**src/rtl/regfile_pkg.sv**
```systemverilog
// Shared defaults and helpers for the multi-port register file and its busy scoreboard.
package regfile_pkg;

    localparam int DEF_DATA_W = 32;
    localparam int DEF_ADDR_W = 5;
    localparam int DEF_NUM_RD = 2;
    localparam int ZERO_ADDR  = 0;

    // Low bit of port `port` inside a flattened bus of `width`-bit lanes.
    function automatic int slice_lo(input int port, input int width);
        return port * width;
    endfunction

endpackage

```
**src/rtl/regfile_scoreboard.sv**
```systemverilog
// Busy-bit scoreboard: one bit per register marking a pending producer, with per-port lookup.
module regfile_scoreboard
    import regfile_pkg::*;
#(
    parameter int ADDR_W   = DEF_ADDR_W,
    parameter int NUM_RD   = DEF_NUM_RD,
    parameter int ZERO_REG = 1,
    parameter int BYPASS   = 1
) (
    input  logic                     clk,
    input  logic                     rst,
    input  logic                     regWrite,
    input  logic [ADDR_W-1:0]        writeReg,
    input  logic                     markEn,
    input  logic [ADDR_W-1:0]        markReg,
    input  logic                     flush,
    input  logic [NUM_RD*ADDR_W-1:0] rdAddr,
    output logic [NUM_RD-1:0]        rdBusy
);

    localparam int DEPTH = 1 << ADDR_W;

    logic [DEPTH-1:0] busy_q;
    logic [DEPTH-1:0] busy_d;

    // Flush beats everything; a new mark beats the clear from a completing write.
    always_comb begin
        busy_d = busy_q;
        for (int i = 0; i < DEPTH; i++) begin
            if (flush) begin
                busy_d[i] = 1'b0;
            end else if (markEn && markReg == ADDR_W'(i)) begin
                busy_d[i] = 1'b1;
            end else if (regWrite && writeReg == ADDR_W'(i)) begin
                busy_d[i] = 1'b0;
            end
            if (ZERO_REG != 0 && i == ZERO_ADDR) begin
                busy_d[i] = 1'b0;
            end
        end
    end

    always_ff @(posedge clk or posedge rst) begin
        if (rst) begin
            busy_q <= '0;
        end else begin
            busy_q <= busy_d;
        end
    end

    for (genvar gi = 0; gi < NUM_RD; gi++) begin : g_port
        localparam int LO = slice_lo(gi, ADDR_W);
        logic [ADDR_W-1:0] addr;
        assign addr = rdAddr[LO +: ADDR_W];

        always_comb begin
            if (ZERO_REG != 0 && addr == ADDR_W'(ZERO_ADDR)) begin
                rdBusy[gi] = 1'b0;
            end else if (BYPASS != 0 && regWrite && writeReg == addr) begin
                rdBusy[gi] = 1'b0;
            end else begin
                rdBusy[gi] = busy_q[addr];
            end
        end
    end

endmodule

```
**src/rtl/regfile_multiport.sv**
```systemverilog
// Parametrised register file: posedge write, combinational reads with optional bypass,
// per-register valid bits so reset reads as zero without clearing the array.
module regfile_multiport
    import regfile_pkg::*;
#(
    parameter int DATA_W   = DEF_DATA_W,
    parameter int ADDR_W   = DEF_ADDR_W,
    parameter int NUM_RD   = DEF_NUM_RD,
    parameter int ZERO_REG = 1,
    parameter int BYPASS   = 1
) (
    input  logic                     clk,
    input  logic                     rst,
    input  logic                     regWrite,
    input  logic [ADDR_W-1:0]        writeReg,
    input  logic [DATA_W-1:0]        writeData,
    input  logic [NUM_RD*ADDR_W-1:0] rdAddr,
    output logic [NUM_RD*DATA_W-1:0] rdData,
    output logic [NUM_RD-1:0]        rdBusy,
    input  logic                     markEn,
    input  logic [ADDR_W-1:0]        markReg,
    input  logic                     flush
);

    localparam int DEPTH = 1 << ADDR_W;

    logic [DATA_W-1:0] mem_q [DEPTH];
    logic [DEPTH-1:0]  valid_q;
    logic [DEPTH-1:0]  valid_d;
    logic              wr_en;

    assign wr_en = regWrite && !(ZERO_REG != 0 && writeReg == ADDR_W'(ZERO_ADDR));

    // Array is deliberately left unreset; valid_q masks stale contents after reset.
    always_ff @(posedge clk) begin
        if (wr_en) begin
            mem_q[writeReg] <= writeData;
        end
    end

    always_comb begin
        valid_d = valid_q;
        if (wr_en) begin
            valid_d[writeReg] = 1'b1;
        end
    end

    always_ff @(posedge clk or posedge rst) begin
        if (rst) begin
            valid_q <= '0;
        end else begin
            valid_q <= valid_d;
        end
    end

    for (genvar gi = 0; gi < NUM_RD; gi++) begin : g_rd
        localparam int ALO = slice_lo(gi, ADDR_W);
        localparam int DLO = slice_lo(gi, DATA_W);
        logic [ADDR_W-1:0] addr;
        assign addr = rdAddr[ALO +: ADDR_W];

        always_comb begin
            if (ZERO_REG != 0 && addr == ADDR_W'(ZERO_ADDR)) begin
                rdData[DLO +: DATA_W] = '0;
            end else if (BYPASS != 0 && regWrite && writeReg == addr) begin
                rdData[DLO +: DATA_W] = writeData;
            end else if (!valid_q[addr]) begin
                rdData[DLO +: DATA_W] = '0;
            end else begin
                rdData[DLO +: DATA_W] = mem_q[addr];
            end
        end
    end

    regfile_scoreboard #(
        .ADDR_W   (ADDR_W),
        .NUM_RD   (NUM_RD),
        .ZERO_REG (ZERO_REG),
        .BYPASS   (BYPASS)
    ) u_scoreboard (
        .clk      (clk),
        .rst      (rst),
        .regWrite (regWrite),
        .writeReg (writeReg),
        .markEn   (markEn),
        .markReg  (markReg),
        .flush    (flush),
        .rdAddr   (rdAddr),
        .rdBusy   (rdBusy)
    );

endmodule

```
**config.mk**
```make
export PLATFORM = sky130hd
export DESIGN_NAME = regfile_multiport
export DESIGN_NICKNAME = d
export VERILOG_FILES = /design/src/rtl/regfile_pkg.sv /design/src/rtl/regfile_scoreboard.sv /design/src/rtl/regfile_multiport.sv
export SDC_FILE = /design/constraint.sdc
export NUM_CORES = 2
export LEC_CHECK = 0
export CELL_PAD_IN_SITES_DETAIL_PLACEMENT = 1
export CELL_PAD_IN_SITES_GLOBAL_PLACEMENT = 1
export CORE_AREA = 2 2 301 303
export DETAILED_ROUTE_END_ITERATION = 10
export DIE_AREA = 0 0 303 305
export GPL_TIMING_DRIVEN = 0
export HOLD_SLACK_MARGIN = 0.12
export PLACE_DENSITY_LB_ADDON = 0.1
export SYNTH_ARGS = -nofsm -noshare
export SYNTH_HDL_FRONTEND = slang
export SYNTH_HIERARCHICAL = 1
export SYNTH_SLANG_ARGS = --single-unit
```
**constraint.sdc**
```tcl
create_clock -name clk -period 5.4 [get_ports clk]
set_input_delay 1.08 -clock clk [delete_from_list [all_inputs] [get_ports clk]]
set_output_delay 1.08 -clock clk [all_outputs]
set_load 0.03 [all_outputs]
```
== Word level (Yosys, flattened, before mapping) ==
Memories as Yosys holds them, arrays and structs flattened.
Index checks and enable logic that the tools add are counted.
Word-level totals
  register bits: 63
  memory bits (writable): 1024
  output and inout port bits: 66
  memories: 1
Operators by class
  magnitude comparators: 4
  equal/unequal tests: 64
  muxes and demuxes: 115
  bitwise gates (word level): 1
  reduce and logical (&&, ||, !) cells: 101
Memory list
  mem_q: words 32, width 32, read ports 2, clocked after Yosys merged registers in 0, write ports 1, line regfile_multiport.sv:27  | logic [DATA_W-1:0] mem_q [DEPTH];
Operators with widths (number)
  2-to-1 mux 32 bit: 6
  == test 5 bit (second input constant): 32
  2-to-1 mux 1 bit: 104
  nonzero test 3 bit: 31
  == test 5 x 4 -> 1 bit (second input constant): 16
  logical AND 1 bit: 66
  == test 5 x 3 -> 1 bit (second input constant): 8
  OR 32 bit: 1
  binary-select mux 1 bit (select 5 bit): 4
  == test 5 x 2 -> 1 bit (second input constant): 4
  less-than comparator 5 x 6 -> 1 bit (second input constant): 3
  logical NOT 5 bit: 3
  == test 5 x 1 -> 1 bit (second input constant): 2
  == test 5 bit: 2
  demux 1 bit (select 5 bit): 1
  >= comparator 5 x 1 -> 1 bit (second input constant): 1
  logical NOT 1 bit: 1

== Longest topological paths before layout ==
  depth in word-level cells: 5
  gate-level depth with buffers: 10
  mapped depth without buffers: 5

== Hierarchy ==
The synthesis kept the hierarchy.
By module, submodules not included
  regfile_multiport: times used 1, cells an instance 2424, area each 49924.1 um^2, sequential area each 31550.3 um^2
  regfile_scoreboard: times used 1, cells an instance 235, area each 2124.5 um^2, sequential area each 775.7 um^2

== Worst setup path before layout ==
Ideal clock, no wire load.
  kind: input-to-output
  start: in rdAddr[6]
  end: out rdData[61]
  data arrival time: 3205 ps
  setup slack: 1115 ps
  stages on the path: 10
  path buffers: 5
  cell sequence: buf_2 -> buf_2 -> buf_4 -> clkbuf_1 -> clkbuf_1 -> mux4_2 -> mux2i_1 -> o22ai_1 -> a21oi_1 -> o21ai_0
On the way
  longest elaborated chain between the ends: 5
RTL lines
  start, declared: line regfile_multiport.sv:17  | input logic [NUM_RD*ADDR_W-1:0] rdAddr,
  binary-select mux 1 bit (select 5 bit): line regfile_multiport.sv:67  | end else if (!valid_q[addr]) begin
  2-to-1 mux 1 bit (not written as such): line regfile_multiport.sv:67
  2-to-1 mux 32 bit: line regfile_multiport.sv:67
  2-to-1 mux 32 bit: line regfile_multiport.sv:65  | end else if (BYPASS != 0 && regWrite && writeReg == addr) begin
  2-to-1 mux 32 bit *: line regfile_multiport.sv:63  | if (ZERO_REG != 0 && addr == ADDR_W'(ZERO_ADDR)) begin
  end, declared: line regfile_multiport.sv:18  | output logic [NUM_RD*DATA_W-1:0] rdData,
Every way passes the cells marked *; elsewhere a longest branch is shown, timed or not. The select of a mux whose other input is x is not followed.

== Final worst setup path ==
  start: in rdAddr[8]
  end: out rdData[49]
Same word-level chain as after synthesis.

==> impl_metrics.json <==
{
  "synth-main-ff-cell": "edfxtp_1",
  "numPlacedInstances": 4025,
  "outcome": "finished with violations",
  "place_hpwl_mm": 121,
  "cellPowerDensity_nw_per_um2": 332,
  "hold_buffers": 0,
  "ios": 123,
  "clock_path_buffers": 3,
  "ys_types": 59,
  "cts_root_buffer": "clkbuf_16",
  "gr-total-overflow": 0,
  "setup_viol": 3,
  "synthTopCellsByArea": "edfxtp_1, mux4_2, mux4_1, dfrtp_1, mux2i_1",
  "r2r_cells": 1,
  "synth.yosys.seq_area_share_pct": 62.1,
  "worstMarginPinSlew_ns": 1.53,
  "wl_mm": 184,
  "post-route-period-util_pct": 101,
  "hold_viol": 0,
  "vias": 32800,
  "layout-drive-gt1-share_pct": 34.8,
  "synth_most_common_cell": "edfxtp_1",
  "cp_max_fo": 10,
  "whs_ns": 0.499,
  "synth_common_cells": "edfxtp_1, mux4_2, mux2i_1",
  "area_growth_pct": 16.2,
  "place_area_um2": 56000,
  "post_drt_wl_per_cell_um": 43.2,
  "die_area_um2": 92400,
  "die_y_um": 305,
  "synth_edf_count": 1024,
  "netlist_area_um2": 52000,
  "hp-class": "reg -> reg",
  "synth_top_area_share_pct": 59.1,
  "grt_max_degree": 36,
  "yosys_register_bits": 1087,
  "synthCells": 2659,
  "die_w_um": 303,
  "place_congestion": 0.903,
  "yosysWarnings": 6,
  "syn_avg_cell_area_um2": 19.6,
  "synth_top_area_cell": "edfxtp_1",
  "hold_path_depth": 1,
  "violations": "design-rule violations, max-capacitance violations, max-slew violations, negative setup slack",
  "port_buffers": 118,
  "rows": 110,
  "route.detailed.drc": 15,
  "max_freq_ghz": 0.184,
  "clk_pin_slew_worst_paths_ns": 0.06,
  "start_util_pct": 58.3,
  "fin_nets": 3031,
  "track_usage_pct": 40.4,
  "maxCapViolCount": 3,
  "path_class": "in -> out",
  "antenna_found_initial": 9,
  "worstSetupEndpointType": "primary output",
  "worst_slack_ns": -0.0460,
  "cts_buffers": 114,
  "vdd_drop_max_v": 0.000295,
  "clk_latency_ns": 0.70,
  "p_total_mw": 20.1,
  "final_cell_area_um2": 60500,
  "grt_pass1_vias": 34100,
  "period_needed_ns": 5.45,
  "cts.sinks": 1087,
  "cts_tree": "done",
  "dr.pass1.iters": 9,
  "worstPathArrival_ns": 4.37,
  "finClkSkew_ns": 0,
  "synthArstFlopShare_pct": 5.80,
  "core_area_um2": 89300,
  "ant_nets": 0,
  "worstSetupStartpointType": "primary input",
  "cts_htree_levels": 3,
  "drv_slew": 46,
  "grt_pass1_wl_mm": 257,
  "power_leakage_nw": 20.0,
  "crit_required_ns": 4.32,
  "relSlewSlack_pct": -2.54,
  "via_per_inst": 7.70,
  "stdcell_count": 4254,
  "drt_first_iter_violations": 4762
}
==> final cells by class <==
class                   instances  area (um^2)
well taps                    1176         1470
inverters                       3         11.3
plain buffers                 213         1680
flip-flops and latches       1087        32300
diodes                          6         15.0
clock inverters                81          865
multi-input cells            1384        19000
fillers                      7156        28800
repair buffers                171         2170
clock buffers                 133         2970
==> cell families (layout without fill, tap and decap cells) <==
group / Yosys count / in the layout / synth area share, %
flops: 1087 / 1087 / 62.1
xor+xnor: 20 / 20 / 0.337
compound gates: 323 / 323 / 3.68
other cells: 1 / 38 / 0.00720
simple gates: 272 / 272 / 2.49
buf+inv: 219 / 601 / 2.60
mux: 737 / 737 / 28.8
==> routing by layer <==
metal | share of wire (%) | vias up | routed length [um] | track usage [%]
met5 | 0.053 | - | 98 | 0
met4 | 5.5 | 14 | 10000 | 18.9
met3 | 13 | 616 | 24000 | 10.9
met2 | 48 | 2851 | 87600 | 63.2
met1 | 34 | 17200 | 61800 | 53.3
li1 | - | 12100 | - | -
==> placed cells by master (no fill, tap or decap), drive strengths merged, types with 6 or more instances in the layout <==
cell type         n
o2111ai           7
clkbuf          213
xnor2             8
nand2b           15
nand3             8
nor3              7
mux4            583
o22ai            60
dlymetal6s2s      9
nand3b            7
or2              34
dlygate4sd2      45
dfrtp            63
a22oi            14
a211oi           23
a221o             7
xor2             12
buf             191
bufinv           18
diode             6
clkdlybuf4s50    40
nor2             65
nand2           108
mux2             16
clkinvlp          6
mux2i           138
nor2b             8
a21oi            96
a2111oi           8
edfxtp         1024
clkinv           56
conb             32
clkdlybuf4s15    15
o21ai            97
==> power breakdown <==
part | internal, mW | leakage [nW] | switching [mW] | total [mW]
combinational | 0.938 | 8.08 | 1.44 | 2.38
sequential | 9.40 | 10.0 | 0.105 | 9.51
clock | 4.77 | 1.86 | 3.41 | 8.18
total | 15.1 | 20.0 | 4.95 | 20.1
==> stage by stage <==
stage / setup WS (ns) / utilization [%] / setup TNS [ns]
2_1_floorplan: 1.12 / - / 0
3_3_place_gp: -1.58 / 61.4 / -1064.77
3_5_place_dp: -1.73 / 62.7 / -76.08
4_1_cts: 0.00124 / 67.7 / 0
5_1_grt: -0.0724 / 67.7 / -0.140
6_report: -0.0460 / 67.7 / -0.124
==> registers in the layout (all words and copies together) (netlist names) <==
signal,cells
mem_q,1024
valid_q,32
u_scoreboard/busy_q,31
==> worst max-delay path, stage by stage <==
cell	delay (ns)
clkdlybuf4s50_1	0.58
clkbuf_4	0.32
clkbuf_2	0.27
or2_2	0.49
clkbuf_2	0.37
o22ai_2	0.37
a21oi_1	0.09
o21ai_0	0.39
clkdlybuf4s15_2	0.37
==> timing repair <==
item                                    in CTS  in global routing
resized for setup                          314                 49
pin swaps                                    4                  3
endpoints found under the setup margin      64                 52
cloned                                       0                  0
setup buffers                               11                  0
==> final timing paths <==
kind	startpoint	endpoint	slack [ns]
setup / recovery	rdAddr[8]	rdData[49]	-0.05
hold / removal	valid_q[30]	valid_q[30]	0.50
setup reg to reg	valid_q[1]	valid_q[1]	4.53
hold reg to reg	valid_q[30]	valid_q[30]	0.50
max in group asynchronous	rst	u_scoreboard/busy_q[1]	3.56
min in group asynchronous	rst	valid_q[28]	0.71
(Power assumes the default switching activity.)
